## src/rtl/stage_pkg.sv

```systemverilog
// Shared constants and types for the final product stage.
// P_W    : width of the compressed partial-product rows P7/Q7
// V1_W   : width of the 8-row level error vector
// V2_W   : width of the 4-row level error vector
// PROD_W : width of the final product
// comp_t/sum_t : 17-bit compensation and sum words (product plus carry)
package stage_pkg;

    localparam int unsigned P_W    = 15;
    localparam int unsigned V1_W   = 13;
    localparam int unsigned V2_W   = 11;
    localparam int unsigned PROD_W = 16;
    localparam int unsigned SUM_W  = PROD_W + 1;

    typedef logic [SUM_W-1:0] comp_t;
    typedef logic [SUM_W-1:0] sum_t;

    // Error compensation: V1 carries weight 2, V2 carries weight 8.
    function automatic comp_t calc_comp(input logic [V1_W-1:0] v1,
                                        input logic [V2_W-1:0] v2);
        comp_t a;
        comp_t b;
        a = comp_t'({v1, 1'b0});
        b = comp_t'({v2, 3'b000});
        return a + b;
    endfunction

endpackage

```

## src/rtl/stage2_cadd.sv

```systemverilog
// Combinational three-operand adder producing the 17-bit final sum.
// Ports:
//   a, b : P_W-bit partial-product rows (zero-extended)
//   c    : 17-bit compensation word
//   sum  : 17-bit result; bit 16 is the carry out of the product
module stage2_cadd
    import stage_pkg::*;
(
    input  logic [P_W-1:0] a,
    input  logic [P_W-1:0] b,
    input  comp_t          c,
    output sum_t           sum
);

    assign sum = sum_t'(a) + sum_t'(b) + c;

endmodule

```

## src/rtl/stage2_final.sv

```systemverilog
// Final product stage: a two-entry valid/ready pipeline that captures the
// compressed rows and error compensation (S1), then registers their sum (S2).
// Parameters:
//   COMP_EN : 1 adds the V1/V2 compensation term, 0 ignores V1/V2
//   CNT_W   : width of the completed-result counter
// Ports:
//   clk, rst_n          : clock, synchronous active-low reset
//   in_valid/in_ready   : input handshake for P7/Q7/V1/V2
//   P7, Q7              : compressed partial-product rows
//   V1, V2              : error vectors of the 8-row and 4-row levels
//   out_valid/out_ready : output handshake for product/ovf
//   product, ovf        : 16-bit product and carry out of bit 15
//   out_count           : number of output handshakes (wraps)
module stage2_final
    import stage_pkg::*;
#(
    parameter int unsigned COMP_EN = 1,
    parameter int unsigned CNT_W   = 16
) (
    input  logic              clk,
    input  logic              rst_n,
    input  logic              in_valid,
    output logic              in_ready,
    input  logic [P_W-1:0]    P7,
    input  logic [P_W-1:0]    Q7,
    input  logic [V1_W-1:0]   V1,
    input  logic [V2_W-1:0]   V2,
    output logic              out_valid,
    input  logic              out_ready,
    output logic [PROD_W-1:0] product,
    output logic              ovf,
    output logic [CNT_W-1:0]  out_count
);

    // S1 state
    logic           s1_valid;
    logic [P_W-1:0] s1_p;
    logic [P_W-1:0] s1_q;
    comp_t          s1_comp;

    // S2 state
    logic              s2_valid;
    logic [PROD_W-1:0] s2_prod;
    logic              s2_ovf;
    logic [CNT_W-1:0]  cnt;

    logic  out_hs;
    logic  s2_load;
    logic  in_hs;
    comp_t comp_in;
    sum_t  sum;

    assign out_hs  = s2_valid && out_ready;
    // S2 takes whatever S1 holds whenever its current content is gone or leaving.
    assign s2_load = !s2_valid || out_hs;
    assign in_ready = !s1_valid || s2_load;
    assign in_hs   = in_valid && in_ready;

    assign comp_in = (COMP_EN != 0) ? calc_comp(V1, V2) : '0;

    stage2_cadd u_cadd (
        .a   (s1_p),
        .b   (s1_q),
        .c   (s1_comp),
        .sum (sum)
    );

    always_ff @(posedge clk) begin
        if (!rst_n) begin
            s1_valid <= 1'b0;
            s1_p     <= '0;
            s1_q     <= '0;
            s1_comp  <= '0;
            s2_valid <= 1'b0;
            s2_prod  <= '0;
            s2_ovf   <= 1'b0;
            cnt      <= '0;
        end else begin
            // When in_ready is high S1 is either empty or handing off to S2,
            // so its valid bit simply follows in_valid.
            if (in_ready) begin
                s1_valid <= in_valid;
            end
            if (in_hs) begin
                s1_p    <= P7;
                s1_q    <= Q7;
                s1_comp <= comp_in;
            end
            if (s2_load) begin
                s2_valid <= s1_valid;
                if (s1_valid) begin
                    s2_prod <= sum[PROD_W-1:0];
                    s2_ovf  <= sum[PROD_W];
                end
            end
            if (out_hs) begin
                cnt <= cnt + CNT_W'(1);
            end
        end
    end

    assign out_valid = s2_valid;
    assign product   = s2_prod;
    assign ovf       = s2_ovf;
    assign out_count = cnt;

endmodule

```

## config.mk

```make
export PLATFORM = sky130hd
export DESIGN_NAME = stage2_final
export DESIGN_NICKNAME = d
export VERILOG_FILES = /design/src/rtl/stage_pkg.sv /design/src/rtl/stage2_cadd.sv /design/src/rtl/stage2_final.sv
export SDC_FILE = /design/constraint.sdc
export NUM_CORES = 1
export LEC_CHECK = 0
export BUFFER_PORTS_ARGS = -buffer_cell sky130_fd_sc_hd__buf_2
export CAP_MARGIN = 5
export CORE_MARGIN = 3
export CORE_UTILIZATION = 45
export DETAILED_ROUTE_END_ITERATION = 16
export GPL_ROUTABILITY_DRIVEN = 1
export PLACE_DENSITY_LB_ADDON = 0.05
export SYNTH_ARGS = -nofsm -noshare
export SYNTH_HDL_FRONTEND = slang
export SYNTH_SLANG_ARGS = --single-unit
```

## constraint.sdc

```tcl
create_clock -name clk -period 4.5 [get_ports clk]
set_clock_uncertainty 0.1 [all_clocks]
set_input_delay 0.675 -clock clk [delete_from_list [all_inputs] [get_ports clk]]
set_output_delay 0.675 -clock clk [all_outputs]
set_load 0.02 [all_outputs]
```

* Word level (Yosys, flattened, before mapping)
Cells that the tools add are included.
Widths: inputs -> output; s select.
** Operators by class
- Add/subtract/negate cells :: 4
- Reductions and logical operators :: 7
** Operators by type and width (count)
- $add 17x17->17 :: 1
- $add 15x15->16 :: 1
- $add 16x1->16 const B :: 1
- $add 14x14->15 :: 1
- $logic_and 1x1->1 :: 2
- $logic_not 1->1 :: 2
- $logic_or 1x1->1 :: 2
- $reduce_and 2->1 :: 1
** Storage, ports and cells
- Register bits :: 82
- Bits of input ports :: 58
- Output and inout port bits :: 35
- Logic and storage cells :: 19

* Depth between registers and ports, before layout
Gate-level depths: netlist (run 1).
- Depth after elaboration :: 4
- Mapped depth :: 16
- Gate-level depth less buffers :: 16

* Modules after synthesis
Synthesis (run 1) repeated with hierarchy kept, for this count alone.
** Unflattened totals
- Cells, all modules :: 523
- Area, all modules :: 4423.0 µm²
** Modules (own cells, without submodules)
- stage2_final :: times used 1, cells an instance 399, area each 3305.7 µm², sequential area each 1581.5 µm²
- stage2_cadd :: times used 1, cells an instance 124, area each 1117.3 µm², sequential area each 0.0 µm²

* Worst setup path before layout (run 1)
Ideal clock, no wire load.
- Kind :: register to register
- Start point :: register s1_p[5]
- End point :: register s2_ovf (netlist: ovf)
- Library setup time :: 0.117 ns
- Data arrival time :: 3.292 ns
- Data required time :: 4.283 ns
- Slack :: 0.991 ns
- Cell stages (with the launch flop) :: 15
- Buffers on the path :: 0
- Clock period less this slack :: 3.509 ns
- Cells stage by stage :: dfxtp_1 -> ha_1 -> o21a_1 -> o2111a_1 -> a211o_1 -> a21oi_1 -> nor4b_1 -> a311o_1 -> ha_1 -> nand2_1 -> nor2_1 -> a2111oi_0 -> o21ai_0 -> a21o_1 -> a32o_1
** On the way
- Cells in the longest elaborated chain, start to end :: 2
** Ends and longest elaborated chain
- start: declaration :: RTL line stage2_final.sv:37 : logic [P_W-1:0] s1_p;
- start signal: assignment :: RTL line stage2_final.sv:71 : s1_p <= '0;
- start signal: assignment :: RTL line stage2_final.sv:85 : s1_p <= P7;
- $add 15x15->16 :: RTL line stage2_cadd.sv:15 : assign sum = sum_t'(a) + sum_t'(b) + c;
- $add 17x17->17 :: RTL line stage2_cadd.sv:15
- end signal: assignment :: RTL line stage2_final.sv:93 : s2_ovf <= sum[PROD_W];
- end: declaration :: RTL line stage2_final.sv:44 : logic s2_ovf;
Every way passes these cells.
A chain may end at the register's enable or synchronous reset.

* Worst setup path in the final report (run 1)
Ends and elaborated chain as after synthesis.

==> summary.md, run 1 <==
| Metric | Value |
|---|---|
| Status | `complete, no violations` |
| Hold-fix buffers, CTS | `0` |
| Initial Util | `46.9%` |
| Number of global-route vias before repair | `3932` |
| Syn_area_per_cell | `7.96 µm²` |
| Core box area | `0.00995 mm²` |
| Yosys cell types | `55` |
| Die X | `108 µm` |
| Row cnt | `36` |
| I/O pin cnt | `93` |
| CP Class | `flip-flop to flip-flop` |
| Met2 wire length | `5210 µm` |
| WL met1 | `4940 µm` |
| Hold WC Path Type | `flip-flop to flip-flop` |
| Total wire length | `10800 µm` |
| Clk sink count | `79` |
| Pleak | `2.47 nW` |
| Reg2reg path depth | `14` |
| CTS Root Cell | `clkbuf_8` |
| Final nets | `772` |
| Most frequent cells in the layout | `nand2_1 (107), buf_2 (92), dfxtp_1 (79)` |
| Hold path start | `product[2]` |
| Final GP Congestion | `0.869` |
| Setup crit end kind | `flip-flop` |
| Fin. Hold Viols | `0` |
| Post-synthesis net count | `690` |
| Post-Syn Area | `0.00467 mm²` |
| WL met3 | `476 µm` |
| Largest net degree at the start of global routing | `69` |
| Max Cap Viol | `0` |
| WL per Instance | `13.4 µm` |
| Critical path's slowest cell | `ha_1` |
| Cells after synthesis | `587` |
| Crit start category | `flip-flop` |
| Hold path depth | `2` |
| TritonRoute pass-1 iters | `4` |
| DR iter-0 viols | `194` |
| Slew margin rel. | `20.4%` |
| Crit-path cells | `ha_1 > o21a_1 > o2111a_1 > a211o_1 > a21oi_1 > nor4b_1 > a311o_1 > ha_1 > nand2_1 > nor2_1 > a2111oi_0 > o21ai_0 > a21o_1 > a32o_1` |
| Via/cell ratio | `5.40` |
| TritonCTS Buffers | `9` |
| Buf/Inv on CP | `0` |
| Total chip power | `1.77 mW` |
| Area growth, synth to finish | `16.4%` |
| Worst path top cell family by delay | `compound AO/OA/AOI/OAI gates` |
| Worst r2r src | `s1_p[5]` |
| Post-DP HPWL | `8100 µm` |
| First-pass GRT wire length | `17900 µm` |
| Max Clock Freq | `262 MHz` |
| VDD IR-drop max | `0.165 mV` |
| Slowest stage delay, CP | `0.36 ns` |
| CP required | `4.64 ns` |
| Cts repair resizes | `0` |
| Crit path DAT | `3.96 ns` |
| Number of synthesized flops with an enable pin | `0` |
| Clk Latency, worst-skew pair | `0.35 ns` |
| Predominant post-synthesis flop cell | `dfxtp_1` |
| Reg2reg end | `ovf` |
| Clk slew on worst S/H paths | `0.08 ns` |
| Endpoints failing setup | `0` |
| Highest metal used | `met4` |
| Post-CTS setup buffers | `0` |
| YS warnings | `0` |
| Initial antenna violation count | `0` |
| Final period utilization | `84.9%` |
| Final TNS setup | `0 ns` |
| Total gr overflow | `0` |
| Hold endpoint | `product[2]` |
| CTS tree | `done` |
| Die height | `108 µm` |
| Worst R2R Setup Slack | `0.68 ns` |
| Commonest non-fill, non-tap cell in the layout | `nand2_1` |
| RSZ-0062 raised after global routing | `false` |
| Worst Tran Pin Value | `1.19 ns` |
| Drc violations | `0` |
| Share of layout cells above drive strength 1 | `17.6%` |
| Yosys reg bits | `79` |
| Asr flop ratio synth | `0%` |
| Crit Path Max Fanout | `5` |
| PortBufs | `92` |
| PD cells | `326 mW/mm²` |
| Antenna cells | `0` |
| Die area | `0.0116 mm²` |
| Post-route minimum period | `3.82 ns` |
| Pins Over Slew Limit | `0` |
| Via Count | `4349` |
| Clk buf depth | `2` |
| GRT Total Usage | `18.8%` |
| CTS H-Tree Depth | `3` |
| Sequential area share after synthesis | `33.9%` |
| CP dominant cell by count | `ha_1` |
| Final ANT Viol Nets | `0` |
cell usage after synthesis (2+ instances only):
cell type	instances	area share [%]
a2111oi_0	2	0.38
a211o_1	4	0.75
a211oi_1	12	1.9
a21o_1	7	1.1
a21o_2	3	0.56
a21oi_1	75	8.0
a31oi_1	2	0.27
and2_1	5	0.67
and3_1	8	1.1
buf_1	3	0.24
buf_2	3	0.32
clkbuf_1	15	1.2
dfxtp_1	79	34
fa_1	3	1.3
ha_1	42	11
inv_1	14	1.1
nand2_1	107	8.6
nand2b_1	6	0.80
nand3_1	23	2.5
nand3b_1	2	0.32
nand4_1	5	0.67
nor2_1	34	2.7
nor2b_1	6	0.80
nor3_1	14	1.5
o2111ai_1	3	0.56
o211ai_1	7	1.1
o21a_1	7	1.1
o21ai_0	28	3.0
o31ai_1	5	0.80
or2_2	2	0.27
or3_1	8	1.1
xnor2_1	15	2.8
xor2_1	16	3.0
cells by family (layout without fill, tap and decap cells):
kind of cell	count (synthesis)	after routing	share of synthesized area, %
and+or+nand+nor	228	228	22.4
AOI/OAI and AO/OA	165	165	21.6
DFF	79	79	33.9
adders and majority gates	45	45	12.5
buffers and inverters	38	123	3.62
xor gates and xnor gates	31	31	5.81
muxes	1	1	0.214
worst max-delay path by stage:
stage | cells past startpoint | slack (ns) | end | from
final | 14 | 0.68 | ovf | s1_p[5]
after global routing | 14 | 0.39 | ovf | s1_p[1]
after CTS | 14 | 0.69 | ovf | s1_p[5]
after detailed placement | 14 | 0.71 | ovf | s1_p[5]
after global placement | 14 | 0.77 | ovf | s1_p[5]
after floorplan | 14 | 0.99 | ovf | s1_p[5]
worst reg2reg max path: stages, from the launching register on:
cell and delay, ns:
dfxtp_1 0.32, ha_1 0.36, o21a_1 0.23, o2111a_1 0.23, a211o_1 0.32, a21oi_1 0.30, nor4b_1 0.09, a311o_1 0.31
ha_1 0.34, nand2_1 0.11, nor2_1 0.05, a2111oi_0 0.32, o21ai_0 0.21, a21o_1 0.22, a32o_1 0.19
flip-flops by register name, indices dropped and copies added (netlist names):
register   cells
ovf            1
s1_comp       14
product       16
s1_valid       1
out_valid      1
out_count     16
s1_p          15
s1_q          15
metrics by stage:
| step | instances | utilization, % | hold WS, ns | area [µm²] | setup WS (ns) |
|---|---|---|---|---|---|
| 2_1_floorplan | 587 | - | 0.336 | 4670 | 0.991 |
| 3_3_place_gp | 791 | 52.3 | 0.344 | 5200 | 0.771 |
| 3_5_place_dp | 791 | 52.3 | 0.348 | 5200 | 0.715 |
| 4_1_cts | 805 | 54.6 | 0.361 | 5440 | 0.690 |
| 5_1_grt | 805 | 54.6 | 0.375 | 5440 | 0.395 |
| 6_report | 805 | 54.6 | 0.359 | 5440 | 0.679 |
layer usage:
layer / up-vias / GRT usage, %
met4: 0 / 5.68
met2: 86 / 32.2
met3: 12 / 3.72
met1: 2003 / 23.7
met5: - / 0
li1: 2248 / -
where the power goes:
part | leakage (nW) | internal, mW | switching [mW] | total, mW
Combinational | 1.71 | 0.163 | 0.227 | 0.390
Clock | 0.118 | 0.377 | 0.243 | 0.620
Sequential | 0.647 | 0.739 | 0.0254 | 0.764
Total | 2.47 | 1.28 | 0.495 | 1.77
area by class of cell:
class	count	area, µm²
Inverter	14	52.6
Clock inverter	4	95.1
Tap cell	133	166
Clock buffer	10	138
Sequential cell	79	1580
Timing Repair Buffer	95	483
Multi-Input combinational cell	470	2920
Fill cell	958	4520
Power figures use the tool's default switching activity.
==> run 2: changes to the inputs <==
ABC_AREA = 1   (was unset)
clock period = 3.3 ns   (was 4.5 ns; I/O delays follow)
==> run 2 against run 1 <==
Effect of this change:
- sequential share of layout area decreased by 2.1 points
- total power grew 44%
- flip-flop and latch count stayed put
- highest routed layer unchanged
==> summary.md, run 2 <==
| Metric | Value |
|---|---|
| Status | `complete, no violations` |
| CP Class | `flip-flop to flip-flop` |
| Via/cell ratio | `4.85 (-10%)` |
| WL per Instance | `12.4 µm (-7.1%)` |
| Clk buf depth | `2 (unchanged)` |
| Drc violations | `0 (unchanged)` |
| Setup crit end kind | `flip-flop` |
| Post-route minimum period | `2.99 ns (-0.829 ns)` |
| PD cells | `436 mW/mm² (+34%)` |
| CTS Root Cell | `clkbuf_8` |
| Final GP Congestion | `0.909 (+4.6%)` |
| I/O pin cnt | `93 (unchanged)` |
| Area growth, synth to finish | `15.9%` |
| Worst Tran Pin Value | `0.949 ns (-0.246 ns)` |
| Total chip power | `2.55 mW (+44%)` |
| Number of global-route vias before repair | `4589 (+17%)` |
| Via Count | `4794 (+10%)` |
| Die height | `112 µm (+3.7%)` |
| Max Clock Freq | `334 MHz (+28%)` |
| RSZ-0062 raised after global routing | `false` |
| Cell taking the most area after synthesis | `dfxtp_1` |
| Slew margin rel. | `36.7% (+16 points)` |
| Total gr overflow | `0 (unchanged)` |
| Crit path DAT | `3.14 ns (-0.82 ns)` |
| Row cnt | `38 (+5.6%)` |
| PortBufs | `92 (unchanged)` |
| Most frequent cell after synthesis | `nor2_1` |
| Yosys top cell area share | `31.3% (-2.5 points)` |
| Endpoints failing setup | `0 (unchanged)` |
| Synth Area in Compound Gates | `13.7% (-7.9 points)` |
| TritonCTS Buffers | `9 (unchanged)` |
| Final TNS setup | `0 ns (unchanged)` |
| Clk Latency, worst-skew pair | `0.36 ns (about the same)` |
| Crit start category | `flip-flop` |
| Synth area leaders | `dfxtp_1 (31%), nor2_1 (11%), ha_1 (10%)` |
| DR iter-0 viols | `225 (+16%)` |
| XOR/XNOR share of the synthesized area | `4.68% (-1.1 points)` |
| Core box area | `0.0109 mm² (+9.4%)` |
| VDD IR-drop max | `0.267 mV (+61%)` |
| Clk sink count | `79 (unchanged)` |
| Post-synthesis adder-cell area fraction | `11.6% (-0.94 points)` |
| Post-Syn Area | `0.00505 mm² (+8.1%)` |
| Crit-path cells | `ha_1 > inv_1 > fa_1 > inv_1 > nand3_1 > nand2_2 > a21oi_1 > o21ai_1 > xor2_1 > ha_1 > nand2_1 > inv_1 > a21oi_2 > nand3_1 > nand2_1 > nor2_1 > nor2_1 > nor2_1` |
| CP required | `3.45 ns (-1.19 ns)` |
| YS warnings | `0 (unchanged)` |
| TritonRoute pass-1 iters | `6 (+2)` |
| Yosys reg bits | `79 (unchanged)` |
| Initial Util | `46.4% (-0.55 points)` |
| Pleak | `3.16 nW (+28%)` |
| First-pass GRT wire length | `20900 µm (+17%)` |
| Initial antenna violation count | `0 (unchanged)` |
| Die X | `112 µm (+3.7%)` |
| Clk slew on worst S/H paths | `0.08 ns (about the same)` |
| Fillers | `1112 (+16%)` |
| Commonest non-fill, non-tap cell in the layout | `nor2_1` |
| Pins Over Slew Limit | `0 (unchanged)` |
| Main combinational cell family by area after synthesis | `simple AND/OR/NAND/NOR gates` |
| Crit Path Max Fanout | `4 (-1)` |
| GRT Total Usage | `20.2% (+1.4 points)` |
| Antenna cells | `0 (unchanged)` |
| Cells after synthesis | `755 (+29%)` |
| Post-DP HPWL | `9730 µm (+20%)` |
| Synth Area in Simple Gates | `29.7% (+7.3 points)` |
| Syn_area_per_cell | `6.69 µm² (-16%)` |
| Final nets | `947 (+23%)` |
| Slowest stage delay, CP | `0.40 ns (+0.04 ns)` |
| Util after Layout | `53.7% (-0.87 points)` |
| CTS H-Tree Depth | `3 (unchanged)` |
| Number of synthesized flops with an enable pin | `0 (unchanged)` |
| Commonest cells in the netlist | `nor2_1 (154), nand2_1 (136), inv_1 (94)` |
| Final ANT Viol Nets | `0 (unchanged)` |
| Critical path's slowest cell | `fa_1` |
| Largest net degree at the start of global routing | `53 (-23%)` |
| CTS tree | `done` |
| Max Cap Viol | `0 (unchanged)` |
| Most frequent cells in the layout | `nor2_1 (154), nand2_1 (135), inv_1 (94)` |
| Sequential area share after synthesis | `31.3% (-2.5 points)` |
| Total wire length | `12300 µm (+14%)` |
| Post-synthesis net count | `858 (+24%)` |
| Hold WC Path Type | `input pin to flip-flop` |
| Fin. Hold Viols | `0 (unchanged)` |
| Final period utilization | `90.7% (+5.8 points)` |
| Predominant post-synthesis flop cell | `dfxtp_1` |
| Die area | `0.0125 mm² (+7.6%)` |
| Mux share of post-synthesis cell area | `0% (-0.21 points)` |
| Asr flop ratio synth | `0% (unchanged)` |
| Share of layout cells above drive strength 1 | `14.9% (-2.7 points)` |
| Yosys cell types | `35 (-36%)` |
## run 2: changes by cell type after synthesis, sizes merged, moves of 6 or more
cell / delta
a21oi: -26
and3: -6
nor2: +124
or3: -8
o21ai: +43
nand3: +19
a211oi: -11
nor2b: -6
nand2: +31
inv: +81
xnor2: -6
o211ai: -6
nand2b: -6
a21o: -6
## run 2: worst paths after layout
path | startpoint | to | slack [ns] | cells after the start
worst max register to register | s1_p[0] | ovf | 0.31 | 18
worst max-delay path | s1_p[0] | ovf | 0.31 | 18
worst min-delay path | Q7[9] | s1_q[9] | 0.29 | 3
worst min register to register | s1_q[13] | s1_q[13] | 0.39 | 2
## run 2: where the power goes
part | switching [mW] | leakage [nW] | internal (mW)
Combinational | 0.464 | 2.40 | 0.277
Clock | 0.350 | 0.106 | 0.409
Sequential | 0.0370 | 0.652 | 1.02
## run 2: through the flow
step / cells / setup WS, ns / instance area (µm²) / hold WS [ns]
3_5_place_dp: 972 / 0.235 / 5610 / 0.380
3_3_place_gp: 972 / 0.311 / 5610 / 0.365
5_1_grt: 988 / 0.0214 / 5850 / 0.286
4_1_cts: 987 / 0.209 / 5820 / 0.270
6_report: 988 / 0.308 / 5850 / 0.287
2_1_floorplan: 755 / 0.615 / 5050 / 0.359
## run 2: final cells by class
type | count | area, µm² | area share, %
Sequential cell | 79 | 1580 | 27.0
Tap cell | 140 | 175 | 2.99
Inverter | 96 | 360 | 6.16
Clock buffer | 13 | 169 | 2.89
Clock inverter | 2 | 38.8 | 0.663
Multi-Input combinational cell | 562 | 3040 | 51.9
Timing Repair Buffer | 96 | 490 | 8.38
## run 2: logic make-up (layout without fill, tap and decap cells)
logic type,Yosys count,after routing
adders and majority gates,45,45
DFF,79,79
and+or+nand+nor,358,358
AOI/OAI and AO/OA,132,132
xor gates and xnor gates,27,27
buffers and inverters,114,207
## run 2: what timing repair did
action	4_1_cts	5_1_grt
buffers inserted	0	1
hold buffers	0	0
gates resized for setup	0	7
setup endpoints to repair	0	6
## run 2: metal layers
layer	routed length, µm	track usage, %	part of all wire, %	vias up
met5	0	0	0	-
met4	199	6.97	1.6	0
met3	450	3.37	3.7	14
met2	5570	33.5	45	91
met1	6050	26.6	49	2094
li1	-	-	-	2595
## run 2: critical path, delay by kind of cell (launching register included)
kind            cells  cell delay (ns)
fa+ha+maj           3             0.88
buf+inv             3             0.19
flops               1             0.35
xor+xnor            1             0.21
simple gates        8             0.76
compound gates      3             0.38
